===== config.mk =====
export PLATFORM = sky130hd
export DESIGN_NAME = serial_display_rx_flat
export DESIGN_NICKNAME = d
export VERILOG_FILES = /design/src/rtl/serial_display_rx_if.sv /design/src/rtl/serial_display_rx.sv /design/src/flat_wrapper.sv
export SDC_FILE = /design/constraint.sdc
export NUM_CORES = 1
export LEC_CHECK = 0
export BUFFER_PORTS_ARGS = -buffer_cell sky130_fd_sc_hd__buf_4
export CAP_MARGIN = 20
export CORE_MARGIN = 2
export CORE_UTILIZATION = 45
export DETAILED_ROUTE_END_ITERATION = 10
export GPL_ROUTABILITY_DRIVEN = 0
export HOLD_SLACK_MARGIN = 0.06
export PLACE_DENSITY = 0.7
export REMOVE_ABC_BUFFERS = 1
export SLEW_MARGIN = 20
export SYNTH_ARGS = -nofsm -noshare
export SYNTH_HDL_FRONTEND = slang
export SYNTH_SLANG_ARGS = --single-unit

===== constraint.sdc =====
create_clock -name clk -period 4.3 [get_ports clk]
set_input_delay 0.645 -clock clk [delete_from_list [all_inputs] [get_ports clk]]
set_output_delay 0.645 -clock clk [all_outputs]
set_load 0.05 [all_outputs]

===== src/rtl/serial_display_rx_if.sv =====
// Bus bundle for serial_display_rx: serial pins from the display driver and the
// decoded per-digit display state that the receiver presents.
interface serial_display_rx_if;
    logic        sclk;
    logic        rclk;
    logic        dio;
    logic [63:0] seg_all;
    logic [31:0] digit_all;
    logic [7:0]  digit_known;
    logic [7:0]  digit_valid;
    logic        frame_stb;
    logic        frame_err;
    logic [7:0]  err_cnt;

    modport master (
        output sclk, rclk, dio,
        input  seg_all, digit_all, digit_known, digit_valid,
        input  frame_stb, frame_err, err_cnt
    );

    modport slave (
        input  sclk, rclk, dio,
        output seg_all, digit_all, digit_known, digit_valid,
        output frame_stb, frame_err, err_cnt
    );
endinterface


===== src/rtl/serial_display_rx.sv =====
// Snoops a 74HC595-style 8-digit 7-segment serial stream and latches per-digit state.
// Define SERIAL_DISPLAY_RX_DECODE_EN to include the segment-to-hex decoder.
module serial_display_rx #(
    parameter int SYNC_STAGES    = 2,
    parameter bit SEG_ACTIVE_LOW = 1
) (
    input logic           clk,
    input logic           rst,
    serial_display_rx_if.slave bus
);

    localparam logic [7:0] SEG_BLANK = SEG_ACTIVE_LOW ? 8'hFF : 8'h00;

    logic [SYNC_STAGES-1:0] sclk_sync;
    logic [SYNC_STAGES-1:0] rclk_sync;
    logic [SYNC_STAGES-1:0] dio_sync;
    logic                   sclk_prev;
    logic                   rclk_prev;
    logic                   sclk_s;
    logic                   rclk_s;
    logic                   dio_s;
    logic                   sclk_rise;
    logic                   rclk_rise;

    logic [15:0] shreg;
    logic [15:0] shreg_next;
    logic [4:0]  bit_cnt;
    logic [4:0]  bit_cnt_next;
    logic [7:0]  sel;
    logic        sel_onehot;
    logic        accept;
    logic        reject;

    logic [63:0] seg_r;
    logic [7:0]  valid_r;
    logic        stb_r;
    logic        err_r;
    logic [7:0]  err_cnt_r;

    assign sclk_s    = sclk_sync[SYNC_STAGES-1];
    assign rclk_s    = rclk_sync[SYNC_STAGES-1];
    assign dio_s     = dio_sync[SYNC_STAGES-1];
    assign sclk_rise = sclk_s & ~sclk_prev;
    assign rclk_rise = rclk_s & ~rclk_prev;

    always_ff @(posedge clk or posedge rst) begin
        if (rst) begin
            sclk_sync <= '0;
            rclk_sync <= '0;
            dio_sync  <= '0;
            sclk_prev <= 1'b0;
            rclk_prev <= 1'b0;
        end else begin
            sclk_sync <= {sclk_sync[SYNC_STAGES-2:0], bus.sclk};
            rclk_sync <= {rclk_sync[SYNC_STAGES-2:0], bus.rclk};
            dio_sync  <= {dio_sync[SYNC_STAGES-2:0], bus.dio};
            sclk_prev <= sclk_s;
            rclk_prev <= rclk_s;
        end
    end

    // The latch decision looks at the post-shift view so a shift and a latch
    // landing in the same cycle behave as "shift, then latch".
    always_comb begin
        shreg_next   = shreg;
        bit_cnt_next = bit_cnt;
        if (sclk_rise) begin
            shreg_next = {shreg[14:0], dio_s};
            if (bit_cnt != 5'd31) begin
                bit_cnt_next = bit_cnt + 5'd1;
            end
        end
    end

    assign sel        = shreg_next[7:0];
    assign sel_onehot = (sel != 8'h00) && ((sel & (sel - 8'd1)) == 8'h00);
    assign accept     = rclk_rise && (bit_cnt_next >= 5'd16) && sel_onehot;
    assign reject     = rclk_rise && !accept;

    always_ff @(posedge clk or posedge rst) begin
        if (rst) begin
            shreg     <= '0;
            bit_cnt   <= '0;
            seg_r     <= {8{SEG_BLANK}};
            valid_r   <= '0;
            stb_r     <= 1'b0;
            err_r     <= 1'b0;
            err_cnt_r <= '0;
        end else begin
            shreg   <= shreg_next;
            bit_cnt <= rclk_rise ? 5'd0 : bit_cnt_next;
            stb_r   <= accept;
            err_r   <= reject;
            if (reject && (err_cnt_r != 8'hFF)) begin
                err_cnt_r <= err_cnt_r + 8'd1;
            end
            if (accept) begin
                for (int i = 0; i < 8; i++) begin
                    if (sel[i]) begin
                        seg_r[8*i +: 8] <= shreg_next[15:8];
                        valid_r[i]      <= 1'b1;
                    end
                end
            end
        end
    end

`ifdef SERIAL_DISPLAY_RX_DECODE_EN
    logic [31:0] digit_all_r;
    logic [7:0]  digit_known_r;
    logic [4:0]  dec_result;

    // Returns {known, nibble}; dp is ignored and polarity is normalised first.
    function automatic logic [4:0] decode_glyph(input logic [7:0] seg);
        logic [6:0] g;
        g = SEG_ACTIVE_LOW ? ~seg[6:0] : seg[6:0];
        case (g)
            7'h3F:   decode_glyph = {1'b1, 4'h0};
            7'h06:   decode_glyph = {1'b1, 4'h1};
            7'h5B:   decode_glyph = {1'b1, 4'h2};
            7'h4F:   decode_glyph = {1'b1, 4'h3};
            7'h66:   decode_glyph = {1'b1, 4'h4};
            7'h6D:   decode_glyph = {1'b1, 4'h5};
            7'h7D:   decode_glyph = {1'b1, 4'h6};
            7'h07:   decode_glyph = {1'b1, 4'h7};
            7'h7F:   decode_glyph = {1'b1, 4'h8};
            7'h6F:   decode_glyph = {1'b1, 4'h9};
            7'h77:   decode_glyph = {1'b1, 4'hA};
            7'h7C:   decode_glyph = {1'b1, 4'hB};
            7'h39:   decode_glyph = {1'b1, 4'hC};
            7'h5E:   decode_glyph = {1'b1, 4'hD};
            7'h79:   decode_glyph = {1'b1, 4'hE};
            7'h71:   decode_glyph = {1'b1, 4'hF};
            default: decode_glyph = {1'b0, 4'h0};
        endcase
    endfunction

    assign dec_result = decode_glyph(shreg_next[15:8]);

    always_ff @(posedge clk or posedge rst) begin
        if (rst) begin
            digit_all_r   <= '0;
            digit_known_r <= '0;
        end else if (accept) begin
            for (int i = 0; i < 8; i++) begin
                if (sel[i]) begin
                    digit_all_r[4*i +: 4] <= dec_result[3:0];
                    digit_known_r[i]      <= dec_result[4];
                end
            end
        end
    end

    assign bus.digit_all   = digit_all_r;
    assign bus.digit_known = digit_known_r;
`else
    assign bus.digit_all   = '0;
    assign bus.digit_known = '0;
`endif

    assign bus.seg_all     = seg_r;
    assign bus.digit_valid = valid_r;
    assign bus.frame_stb   = stb_r;
    assign bus.frame_err   = err_r;
    assign bus.err_cnt     = err_cnt_r;

endmodule

===== src/flat_wrapper.sv =====
// flat-port wrapper written by rule: the top's interface ports become plain ports
module serial_display_rx_flat 
#(
    parameter int SYNC_STAGES    = 2,
    parameter bit SEG_ACTIVE_LOW = 1
)
  (clk, rst, bus_sclk, bus_rclk, bus_dio, bus_seg_all, bus_digit_all, bus_digit_known, bus_digit_valid, bus_frame_stb, bus_frame_err, bus_err_cnt);
  serial_display_rx_if bus_i ();
  input logic clk;
  input logic rst;
  input wire logic [$bits(bus_i.sclk)-1:0] bus_sclk;
  input wire logic [$bits(bus_i.rclk)-1:0] bus_rclk;
  input wire logic [$bits(bus_i.dio)-1:0] bus_dio;
  output wire logic [$bits(bus_i.seg_all)-1:0] bus_seg_all;
  output wire logic [$bits(bus_i.digit_all)-1:0] bus_digit_all;
  output wire logic [$bits(bus_i.digit_known)-1:0] bus_digit_known;
  output wire logic [$bits(bus_i.digit_valid)-1:0] bus_digit_valid;
  output wire logic [$bits(bus_i.frame_stb)-1:0] bus_frame_stb;
  output wire logic [$bits(bus_i.frame_err)-1:0] bus_frame_err;
  output wire logic [$bits(bus_i.err_cnt)-1:0] bus_err_cnt;
  assign bus_i.sclk = bus_sclk;
  assign bus_i.rclk = bus_rclk;
  assign bus_i.dio = bus_dio;
  assign bus_seg_all = bus_i.seg_all;
  assign bus_digit_all = bus_i.digit_all;
  assign bus_digit_known = bus_i.digit_known;
  assign bus_digit_valid = bus_i.digit_valid;
  assign bus_frame_stb = bus_i.frame_stb;
  assign bus_frame_err = bus_i.frame_err;
  assign bus_err_cnt = bus_i.err_cnt;
  serial_display_rx #(.SYNC_STAGES(SYNC_STAGES), .SEG_ACTIVE_LOW(SEG_ACTIVE_LOW)) u_core (.clk(clk), .rst(rst), .bus(bus_i));
endmodule

==> run metrics <==
leading area contributor after synthesis=dfstp_2; Post-DRT Antenna Nets=0; R2R Setup Slk=approximately 730 ps; Hold Vio Cnt, Final=0; synth cell count leaders=mux2_2, dfstp_2, nand2_1; Synth area leaders=dfstp_2, dfrtp_1, mux2_2, buf_4, nand2_1; layout cells sized above 1=56.2%; Clock Path Buffers=2; Int Power=~0.0015 W; outcome=finished, final reports clean; total CTS buffers=9; root buf cell=clkbuf_8; async set-reset flop share out of synthesis=100%; row count=37; Reg clk slew, reported paths=100 ps; Chip Width=107 um; nets@finish=about 460; Leak=2.74 nW; CP endpoint kind=flip-flop; Slew Limit Fails=0; cts hold-fix bufs=0; switch share=32.3%; FMAX=roughly 280 MHz; peak fanout along the critical path=19; Tcrit/Tclk final=83.0%; total track usage=17.1%; Peak supply drop=0.214 mV; combinational share of power=18.9%; count leader, synth=mux2_2; Worst EP arrival=between 3000 and 4000 ps; fillers=866; IO Port Bufs=86; worst hold slack=around 360 ps; final setup TNS=0 ps; Initial Util=between 40% and 50%; DR pass1 iterations=4; core area=10300 sq um; Slew @ Worst Pin=between 1000 and 1500 ps; die height=107 um; Routed WL=9360 um; share of power burned in registers=52.4%; net switching power=between 0.0007 and 0.0008 W; I/O pin count=127; initial antenna violation count=0; startpoint types=flip-flop; Worst path slowest cell=or4_1; most common flop cell mapped by yosys=dfstp_2; Max-slew headroom=27.9%; Post-synth EDFFs=0; Final Skew=14.9 ps; htree depth=3; YS warnings=0; Diodes inserted=0; DIE AREA=11500 sq um; fin crit period=3570 ps; cell mode on critical path=mux2_2; RSZ-0062 raised after global routing=false; CTS tree=done; syn avg cell area=13.3 sq um; vias per cell=4.97; Cell Area, Synth=4800 sq um; Post-CTS Setup Bufs=0; clk_lat worst skew=370 ps; register area share after synthesis=59.5%; Vias=2947; # DRC=0; worst endpoint required time=4600 ps; Clock power frac=between 20% and 30%; dpl hpwl=between 6000 and 7000 um; Gates resized, CTS repair=0; first-pass GRT wire length=15100 um; Layout area overhead=17.7%; Yosys top cell area share=a little over a third; PwrDens=401 nW/um^2; crit-path cells=nand2b_1 > mux2_2 > nor2_1 > o2111ai_1 > or4_1 > a21oi_4 > mux2_2; drt wl/cell=15.8 um; vias in the first global route=2835; grt ovf=0; post-synth cell types=46; DRT iter0 DRCs=139; Max-Cap Viols=0; CP max stage delay=roughly 1000 ps; number of synthesized register bits=111; cells after synthesis=362; crit path kind=flip-flop to flip-flop; largest net degree at the start of global routing=between 80 and 90; Hold WC Path Type=flip-flop to flip-flop; clk sinks=111; final setup vio count=0
worst paths after layout:
path | from | to | cells after the start
setup / recovery | u_core.sclk_prev | u_core.bus.seg_all[15] | 7
hold / removal | u_core.rclk_sync[0] | u_core.rclk_sync[1] | 0
setup reg to reg | u_core.sclk_prev | u_core.bus.seg_all[15] | 7
hold reg to reg | u_core.rclk_sync[0] | u_core.rclk_sync[1] | 0
max in group asynchronous | rst | u_core.bus.seg_all[37] | 3
min in group asynchronous | rst | u_core.bus.err_cnt[2] | 2
logic make-up after synthesis:
logic type               count (synthesis)  share of synthesized area [%]
flip-flops                             111                           59.5
AND/OR/NAND/NOR                         92                           9.65
multiplexers                            68                           15.9
buffers and inverters                   54                           7.93
AO/OA/AOI/OAI                           27                           5.11
XOR/XNOR                                 7                           1.28
adder cells (fa/ha/maj)                  2                          0.521
other                                    1                         0.0781
metal layers:
| metal | up-vias | part of all wire [%] | track usage, % |
|---|---|---|---|
| li1 | 1332 | - | - |
| met1 | 1495 | 42 | 22.2 |
| met2 | 109 | 50 | 27.3 |
| met3 | 11 | 6.9 | 4.48 |
| met4 | 0 | 1.5 | 7.14 |
| met5 | - | 0 | 0 |
placed cells by master, fill, tap and decap left out, drive strengths merged, types with 2 or more instances in the layout:
| cell type | n |
|---|---|
| a21oi | 11 |
| and2 | 2 |
| nand3 | 6 |
| nor2b | 2 |
| nor2 | 6 |
| nand2 | 49 |
| mux2i | 2 |
| xnor2 | 5 |
| dfrtp | 47 |
| or2 | 8 |
| nand4 | 4 |
| ha | 2 |
| or3b | 2 |
| o32ai | 2 |
| a31oi | 2 |
| buf | 89 |
| or3 | 4 |
| o21ai | 3 |
| o31ai | 2 |
| and3 | 2 |
| xor2 | 2 |
| conb | 40 |
| inv | 6 |
| dfstp | 64 |
| nor3 | 2 |
| mux2 | 66 |
| clkbuf | 14 |
power by group through the flow:
stage                     clock network [W]  registers, W  logic, W
after floorplan                           0       0.00128  0.000236
after detailed placement                  0       0.00121  0.000431
after CTS                          0.000673       0.00119  0.000432
after global routing               0.000717       0.00120  0.000463
final                              0.000651       0.00119  0.000429
after global placement                    0       0.00120  0.000423
area by class of cell:
type	count	area, sq um	share of cell area (%)
clock inverters	2	17.5	0.310
inverters	5	23.8	0.421
clock buffers	14	204	3.61
repair buffers	89	668	11.8
well taps	136	170	3.01
multi-input cells	236	1710	30.2
flip-flops and latches	111	2860	50.6
registers in the layout, indices dropped and copies added (netlist names), 2 cells and up:
name,count
u_core.bit_cnt,5
u_core.bus.digit_valid,8
u_core.bus.seg_all,64
u_core.shreg,16
u_core.dio_sync,2
u_core.rclk_sync,2
u_core.sclk_sync,2
u_core.bus.err_cnt,8
critical path, delay by kind of cell (launching register included):
kind	cells	cell delay, ps
compound gates	2	600
flops	1	370
simple gates	3	1720
mux	2	800
through the flow:
| step | cells | area (sq um) | utilization [%] | power [W] | setup slack [ps] |
|---|---|---|---|---|---|
| 3_5_place_dp | 577 | 5430 | 52.6 | 0.00164 | 758 |
| 3_3_place_gp | 577 | 5430 | 52.6 | 0.00162 | 823 |
| 2_1_floorplan | 352 | 4580 | - | 0.00151 | 587 |
| 4_1_cts | 593 | 5650 | 54.7 | 0.00229 | 719 |
| 5_1_grt | 593 | 5650 | 54.7 | 0.00238 | 494 |
| 6_report | 593 | 5650 | 54.7 | 0.00227 | 730 |
No activity file was read; power rests on OpenSTA's default activity.
